### config.mk
export PLATFORM = sky130hd
export DESIGN_NAME = mem_1r1w_masked_param
export DESIGN_NICKNAME = d
export VERILOG_FILES = /design/src/rtl/mem_1r1w_masked_param.sv
export SDC_FILE = /design/constraint.sdc
export NUM_CORES = 2
export LEC_CHECK = 0
export ABC_AREA = 0
export CORE_MARGIN = 2
export CORE_UTILIZATION = 40
export CTS_CLUSTER_SIZE = 24
export DETAILED_ROUTE_END_ITERATION = 10
export GPL_TIMING_DRIVEN = 1
export PLACE_DENSITY = 0.62
export SLEW_MARGIN = 20
export SYNTH_ARGS = -nofsm -noshare
export SYNTH_HDL_FRONTEND = slang
export SYNTH_SLANG_ARGS = --single-unit
export TNS_END_PERCENT = 20
### constraint.sdc
create_clock -name clk -period 4 [get_ports clk]
set_clock_uncertainty 0.05 [all_clocks]
set_input_delay 1 -clock clk [delete_from_list [all_inputs] [get_ports clk]]
set_output_delay 1 -clock clk [all_outputs]
set_load 0.005 [all_outputs]
### src/rtl/mem_1r1w_masked_param.sv
// mem_1r1w_masked_param
// Behavioural single-clock simple-dual-port RAM (one read port, one write port)
// with per-lane write mask. After reset it zeroes the array one entry per cycle
// and only then accepts requests. Read results come out through a READ_LATENCY
// deep valid pipeline. Out-of-range writes are dropped and out-of-range reads
// return zero.
// Optional build macro MEM_1R1W_MASKED_FWD_EN: when defined, a read that hits
// the address being written on the same edge returns the merged (write-first)
// word. Otherwise the read returns the old contents (read-first).
module mem_1r1w_masked_param #(
    parameter int DEPTH        = 48,
    parameter int WIDTH        = 64,
    parameter int MASK_GRAN    = 8,
    parameter int READ_LATENCY = 1,
    localparam int ADDR_W      = $clog2(DEPTH),
    localparam int MASK_W      = WIDTH / MASK_GRAN
) (
    input  logic              clk,
    input  logic              rst_n,
    input  logic [ADDR_W-1:0] R0_addr,
    input  logic              R0_en,
    output logic [WIDTH-1:0]  R0_data,
    output logic              R0_valid,
    input  logic [ADDR_W-1:0] W0_addr,
    input  logic              W0_en,
    input  logic [WIDTH-1:0]  W0_data,
    input  logic [MASK_W-1:0] W0_mask,
    output logic              init_done
);

    typedef enum logic {
        ST_INIT = 1'b0,
        ST_RUN  = 1'b1
    } state_t;

    localparam logic [ADDR_W:0]   DEPTH_EXT = (ADDR_W+1)'(DEPTH);
    localparam logic [ADDR_W-1:0] LAST_ADDR = ADDR_W'(DEPTH - 1);

    state_t            state_q, state_d;
    logic [ADDR_W-1:0] clr_cnt_q, clr_cnt_d;
    logic [WIDTH-1:0]  mem_q [DEPTH];

    logic              run;
    logic              rd_in_range;
    logic              wr_in_range;
    logic              rd_req;
    logic              wr_req;
    logic [ADDR_W-1:0] rd_idx;
    logic [WIDTH-1:0]  rd_word;

    logic              vld_q [READ_LATENCY];
    logic [WIDTH-1:0]  dat_q [READ_LATENCY];

    assign run         = (state_q == ST_RUN);
    assign init_done   = run;
    assign rd_in_range = ({1'b0, R0_addr} < DEPTH_EXT);
    assign wr_in_range = ({1'b0, W0_addr} < DEPTH_EXT);
    assign rd_req      = run & R0_en;
    assign wr_req      = run & W0_en & wr_in_range;
    // Out-of-range reads are steered to a legal index; their data is zeroed below.
    assign rd_idx      = rd_in_range ? R0_addr : '0;

`ifdef MEM_1R1W_MASKED_FWD_EN
    logic             collide;
    logic [WIDTH-1:0] merged_word;

    assign collide = W0_en & (R0_addr == W0_addr);

    // Word the entry will hold after this edge's write: new lanes where masked in.
    for (genvar gi = 0; gi < MASK_W; gi++) begin : g_merge
        assign merged_word[gi*MASK_GRAN +: MASK_GRAN] =
            W0_mask[gi] ? W0_data[gi*MASK_GRAN +: MASK_GRAN]
                        : mem_q[rd_idx][gi*MASK_GRAN +: MASK_GRAN];
    end

    assign rd_word = !rd_in_range ? '0 : (collide ? merged_word : mem_q[rd_idx]);
`else
    assign rd_word = rd_in_range ? mem_q[rd_idx] : '0;
`endif

    // State and clear-counter registers; reset restarts the sweep at entry 0.
    always_ff @(posedge clk or negedge rst_n) begin
        if (!rst_n) begin
            state_q   <= ST_INIT;
            clr_cnt_q <= '0;
        end else begin
            state_q   <= state_d;
            clr_cnt_q <= clr_cnt_d;
        end
    end

    // Next state: step through every entry once, then stay in RUN until reset.
    always_comb begin
        state_d   = state_q;
        clr_cnt_d = clr_cnt_q;
        case (state_q)
            ST_INIT: begin
                clr_cnt_d = clr_cnt_q + 1'b1;
                if (clr_cnt_q == LAST_ADDR) begin
                    state_d   = ST_RUN;
                    clr_cnt_d = '0;
                end
            end
            default: begin
                state_d = ST_RUN;
            end
        endcase
    end

    // Array update: the sweep zeroes one entry per edge, RUN applies masked writes.
    // While reset is held the sweep sits at entry 0, so rewriting it with zero is harmless.
    always_ff @(posedge clk) begin
        if (!run) begin
            mem_q[clr_cnt_q] <= '0;
        end else if (wr_req) begin
            for (int i = 0; i < MASK_W; i++) begin
                if (W0_mask[i]) begin
                    mem_q[W0_addr][i*MASK_GRAN +: MASK_GRAN] <= W0_data[i*MASK_GRAN +: MASK_GRAN];
                end
            end
        end
    end

    // First read stage: capture the read word; data only moves with a request.
    always_ff @(posedge clk or negedge rst_n) begin
        if (!rst_n) begin
            vld_q[0] <= 1'b0;
            dat_q[0] <= '0;
        end else begin
            vld_q[0] <= rd_req;
            if (rd_req) begin
                dat_q[0] <= rd_word;
            end
        end
    end

    // Extra latency stages: free-running shift; data advances only behind a valid,
    // so the last stage holds the most recent result while idle.
    for (genvar gi = 1; gi < READ_LATENCY; gi++) begin : g_stage
        always_ff @(posedge clk or negedge rst_n) begin
            if (!rst_n) begin
                vld_q[gi] <= 1'b0;
                dat_q[gi] <= '0;
            end else begin
                vld_q[gi] <= vld_q[gi-1];
                if (vld_q[gi-1]) begin
                    dat_q[gi] <= dat_q[gi-1];
                end
            end
        end
    end

    assign R0_valid = vld_q[READ_LATENCY-1];
    assign R0_data  = dat_q[READ_LATENCY-1];

endmodule

---- Word-level counts from Yosys, hierarchy flattened ----
Memories as Yosys holds them, arrays and structs flattened.
Cells that the tools add are included.
storage, ports and cells
  bits in registers ....................... 72
  output and inout bits ................... 66
  input bits .............................. 88
  bits in writable memories ............... 3072
  memories ................................ 1
  word-level logic and storage cells ...... 54
operators by class
  $add $sub $neg .......................... 1
  reduce and logical (&&, ||, !) cells .... 1
  $lt $le $gt $ge ......................... 2
  equality and inequality tests ........... 1
  bitwise logic cells ..................... 3
  multiplexer cells ....................... 41
memories
  name   depth  width  rd ports  clocked after Yosys merged registers in  write ports  RTL line  RTL
  mem_q  48     64     1         0                                        1            41        logic [WIDTH-1:0] mem_q [DEPTH];
operators with widths
  kind                                                            number
  64-bit 2-to-1 mux                                               2
  64-bit OR reduction                                             1
  1-bit 2-to-1 mux                                                35
  6-bit 2-to-1 mux                                                3
  6-bit < comparator (second input constant)                      2
  8-bit 2-to-1 mux                                                1
  6-bit by 1-bit adder with 6-bit output (second input constant)  1
  6-bit == test (second input constant)                           1
  1-bit bitwise AND                                               3

---- Depth between registers and ports, before layout ----
  word-level depth ........................ 7
  mapped depth ............................ 11

---- Worst setup path before layout ----
Ideal clock, no wire load.
  kind .................................... in2reg
  start point ............................. in W0_addr[4]
  end point ............................... mem mem_q[43][0] (enable)
  path slack .............................. 0.514 ns
  arrival time ............................ 3.065 ns
  stages on the path ...................... 7
  buffers on the path ..................... 1
  setup time .............................. 0.370 ns
  cell sequence ........................... and2_1 a211oi_2 buf_6 mux2_2 nor4_4 nand2_1 nor2_1
on the way
  cells in the longest elaborated chain, start to end .. 7
  elaborated cells between the ends (all ways) .. 29
  those cells by class .................... 1 x order compare; 26 x mux; 1 x bitwise; 1 x reduce/logical
ends and longest elaborated chain
  item                                                            RTL line  RTL
  start, declared                                                 24        input logic [ADDR_W-1:0] W0_addr,
  6-bit < comparator                                              57        assign wr_in_range = ({1'b0, W0_addr} < DEPTH_EXT);
  1-bit bitwise AND                                               59        assign wr_req = run & W0_en & wr_in_range;
  1-bit 2-to-1 mux                                                115       end else if (wr_req) begin
  1-bit 2-to-1 mux                                                113       if (!run) begin
  1-bit 2-to-1 mux (not written as such)                          118       mem_q[W0_addr][i*MASK_GRAN +: MASK_GRAN] <= W0_data[i*MASK_GRAN +: MASK_GRAN];
  64-bit OR reduction (no line)                                   -
  6-bit 2-to-1 mux (no line) or 8-bit 2-to-1 mux (tied branches)  -
  end, declared                                                   41
Several ways; a longest one is shown, not always the timed one.

---- Final worst setup path ----
  start point ............................. in W0_mask[3]
  end point ............................... mem mem_q[32][33] (enable)
on the way
  cells in the longest elaborated chain, start to end .. 6
  elaborated cells between the ends (all ways) .. 7
  those cells by class .................... 6 x mux; 1 x reduce/logical
ends and longest elaborated chain
  item                                                            RTL line  RTL
  start, declared                                                 27        input logic [MASK_W-1:0] W0_mask,
  1-bit 2-to-1 mux (*)                                            117       if (W0_mask[i]) begin
  1-bit 2-to-1 mux (*)                                            115
  1-bit 2-to-1 mux (*)                                            113
  1-bit 2-to-1 mux (not written as such) (*)                      118
  64-bit OR reduction (no line) (*)                               -
  6-bit 2-to-1 mux (no line) or 8-bit 2-to-1 mux (tied branches)  -
Every way passes the cells marked *; elsewhere a longest branch is shown, timed or not.

==> flow_metrics.env <==
export IMPL_reg2regPathDepth=10
export IMPL_critPathMaxFanout=9
export IMPL_dieArea_mm2=0.318
export IMPL_final_common_cell="edfxtp_1"
export IMPL_insertion_delay_ns=0.94
export IMPL_path_clk_slew_ns=0.06
export IMPL_fin_crit_ns=3.96
export IMPL_violations="DRC"
export IMPL_n_fill_cell=26300
export IMPL_die_x_um=564
export IMPL_ctsHtreeMaxLevel=5
export IMPL_total_power_mw=71.5
export IMPL_vias_per_cell=5.92
export IMPL_fin_area_mm2=0.149
export IMPL_numCtsBuffers=327
export IMPL_min_path_type="in -> async"
export IMPL_ff2ff_setup_slack_ns=0.27
export IMPL_rows=205
export IMPL_cts_hold_buf=0
export IMPL_timing_hold_ws_ns=0.120
export IMPL_drive_gt1_share_pct=17.5
export IMPL_drt_pass1_iter_count=11
export IMPL_grt_remaining_overflow=0
export IMPL_place_hpwl_um=247000
export IMPL_highest_layer="met5"
export IMPL_critPathCaptureType="register"
export IMPL_num_nets_final=8777
export IMPL_timing_rr_end="mem_q[32][33]"
export IMPL_yosysUniqueCellTypes=61
export IMPL_synth_area_mm2=0.125
export IMPL_route_met2_wl_um=173000
export IMPL_dp_worst_setup_slack_ns=-0.882
export IMPL_setup_viol_count_final=0
export IMPL_ys_seq_area_share_pct=75.0
export IMPL_power_density_mw_per_mm2=480
export IMPL_maxSlewViolCount=0
export IMPL_leakage_nw=53.7
export IMPL_clockRootBuffer="clkbuf_16"
export IMPL_num_vias=77500
export IMPL_synth_edf_count=3072
export IMPL_grt_max_degree=189
export IMPL_fin_ws_ns=0.0399
export IMPL_gp_congestion=0.904
export IMPL_drc=2
export IMPL_syn_to_final_growth_pct=18.8
export IMPL_worstPathArrival_ns=4.52
export IMPL_place_area_mm2=0.138
export IMPL_final_cell_mix="3072 x edfxtp_1, 655 x nor2_1, 649 x buf_4, 450 x a21oi_1, 386 x mux2i_1"
export IMPL_hold_viol_final=0
export IMPL_ant_nets=0
export IMPL_synth_warnings=0
export IMPL_wl_met1_um=152000
export IMPL_fin_util_pct=47.7
export IMPL_post_route_period_util_pct=99.0
export IMPL_relSlewSlack_pct=22.9
export IMPL_async_flop_share_pct=2.29
export IMPL_grt_pass1_wl_um=539000
export IMPL_max_freq_mhz=253
export IMPL_track_usage_pct=23.3
export IMPL_start_util_pct=40.2
export IMPL_tightest_slew_ns=1.15
export IMPL_path_class="in -> reg"
export IMPL_yosys_register_bits=3144
export IMPL_maxCapViolations=0
export IMPL_synth_nets=8119
export IMPL_clockBufferDepth=4
export IMPL_port_buffer_count=153
export IMPL_fp_dieH_um=564
export IMPL_worstPathRequired_ns=4.56
export IMPL_drt_iter0_drc=10300
export IMPL_ir_drop_uv=372
export IMPL_timing_rr_start="init_done"
export IMPL_start_kind="primary input"
export IMPL_ctsResizeCount=0
export IMPL_pin_count=154
export IMPL_wl_met3_um=36300
export IMPL_wl_per_cell_um=29.0
export IMPL_avgSynthCellArea_um2=15.6
export IMPL_coreArea_mm2=0.312
export IMPL_synthCells=8030
export IMPL_antenna_found_initial=10
export IMPL_yosys_most_used_dff="edfxtp_1"
export IMPL_postRouteWirelength_um=379000
export IMPL_status="finished with violations"
export IMPL_grt_pass1_vias=75400
export IMPL_cts_setup_buffers=0
export IMPL_rsz0062_at_grt="false"
export IMPL_cts_tree="yes"
export IMPL_cts_sinks=3144
## area by class of cell
| class | count | area [um^2] | share of cell area (%) |
|---|---|---|---|
| inverters | 66 | 248 | 0.166 |
| clock buffers | 403 | 8640 | 5.80 |
| diodes | 7 | 17.5 | 0.0118 |
| multi-input cells | 4174 | 28900 | 19.4 |
| clock inverters | 181 | 2000 | 1.34 |
| well taps | 4140 | 5180 | 3.48 |
| repair buffers | 975 | 9930 | 6.67 |
| flip-flops and latches | 3144 | 94100 | 63.2 |
## metal layers
| layer | GRT usage, % | vias to the layer above |
|---|---|---|
| met5 | 0 | - |
| met4 | 10.2 | 4 |
| met3 | 4.14 | 700 |
| met2 | 36.2 | 4178 |
| met1 | 32.2 | 39100 |
| li1 | - | 33600 |
## critical path: stages
cell and delay, ns:
clkdlybuf4s50_1 0.50, buf_12 0.17, nor4_2 0.07, a211oi_4 0.61, buf_4 0.27, mux2_2 0.38
buf_4 0.18, nor4_4 0.30, nand2_1 0.12, buf_4 0.24, nor2_1 0.38, buf_4 0.26
## worst max path at each step
stage                          start             to  slack [ns]
after floorplan           W0_addr[4]   mem_q[43][0]        0.51
after global placement    W0_mask[3]  mem_q[32][38]       -0.88
after detailed placement  W0_mask[3]  mem_q[32][38]       -0.88
after CTS                 W0_mask[3]  mem_q[32][33]        0.07
after global routing      W0_mask[6]  mem_q[32][33]        0.03
final                     W0_mask[3]  mem_q[32][33]        0.04
## state kept, by name (all words and copies together), names as in the netlist
register,cells
R0_data,64
init_done,1
mem_q,3072
R0_valid,1
clr_cnt_q,6
## cell usage after synthesis (all sizes together), types with 2 or more instances
cell | instances | share of area (%)
nor3b | 2 | 0.012
nand4b | 2 | 0.014
o31ai | 63 | 0.38
a31o | 62 | 0.43
o211ai | 64 | 0.38
inv | 66 | 0.20
nand2 | 57 | 0.17
nor2b | 316 | 1.6
dfrtp | 72 | 1.4
a211oi | 258 | 1.5
a21boi | 10 | 0.060
o22ai | 257 | 1.3
nor2 | 659 | 2.0
o21ai | 258 | 1.0
buf | 170 | 0.63
nor3 | 67 | 0.27
o22a | 126 | 0.88
nand2b | 5 | 0.025
nand3b | 2 | 0.012
o211a | 62 | 0.49
a221oi | 63 | 0.44
a211o | 62 | 0.43
o221ai | 258 | 1.8
a311oi | 63 | 0.44
a21bo | 3 | 0.024
edfxtp | 3072 | 74
clkbuf | 476 | 1.4
mux2 | 137 | 1.2
or3 | 2 | 0.010
a21oi | 450 | 1.8
o32ai | 126 | 0.88
o21bai | 3 | 0.018
xnor2 | 2 | 0.014
and2 | 131 | 0.65
a2bb2oi | 63 | 0.45
a31oi | 124 | 0.62
nor4 | 14 | 0.20
mux2i | 389 | 3.1
## power by group
part	internal (mW)	switching, mW
Clock	17.5	12.7
Combinational	1.63	3.29
Sequential	36.2	0.102
## through the flow
stage	setup TNS (ns)	cells
2_1_floorplan	0	8030
3_3_place_gp	-1562.65	12500
3_5_place_dp	-1567.67	12500
4_1_cts	0	13100
5_1_grt	0	13100
6_report	0	13100
## kinds of logic after synthesis
kind of cell,after synthesis,synth area share (%)
xor+xnor,3,0.0210
compound gates,2381,13.4
fa+ha+maj,1,0.00998
buf+inv,712,2.25
flops,3144,75.0
mux,526,4.34
simple gates,1263,4.94
No activity file was read; power rests on OpenSTA's default activity.
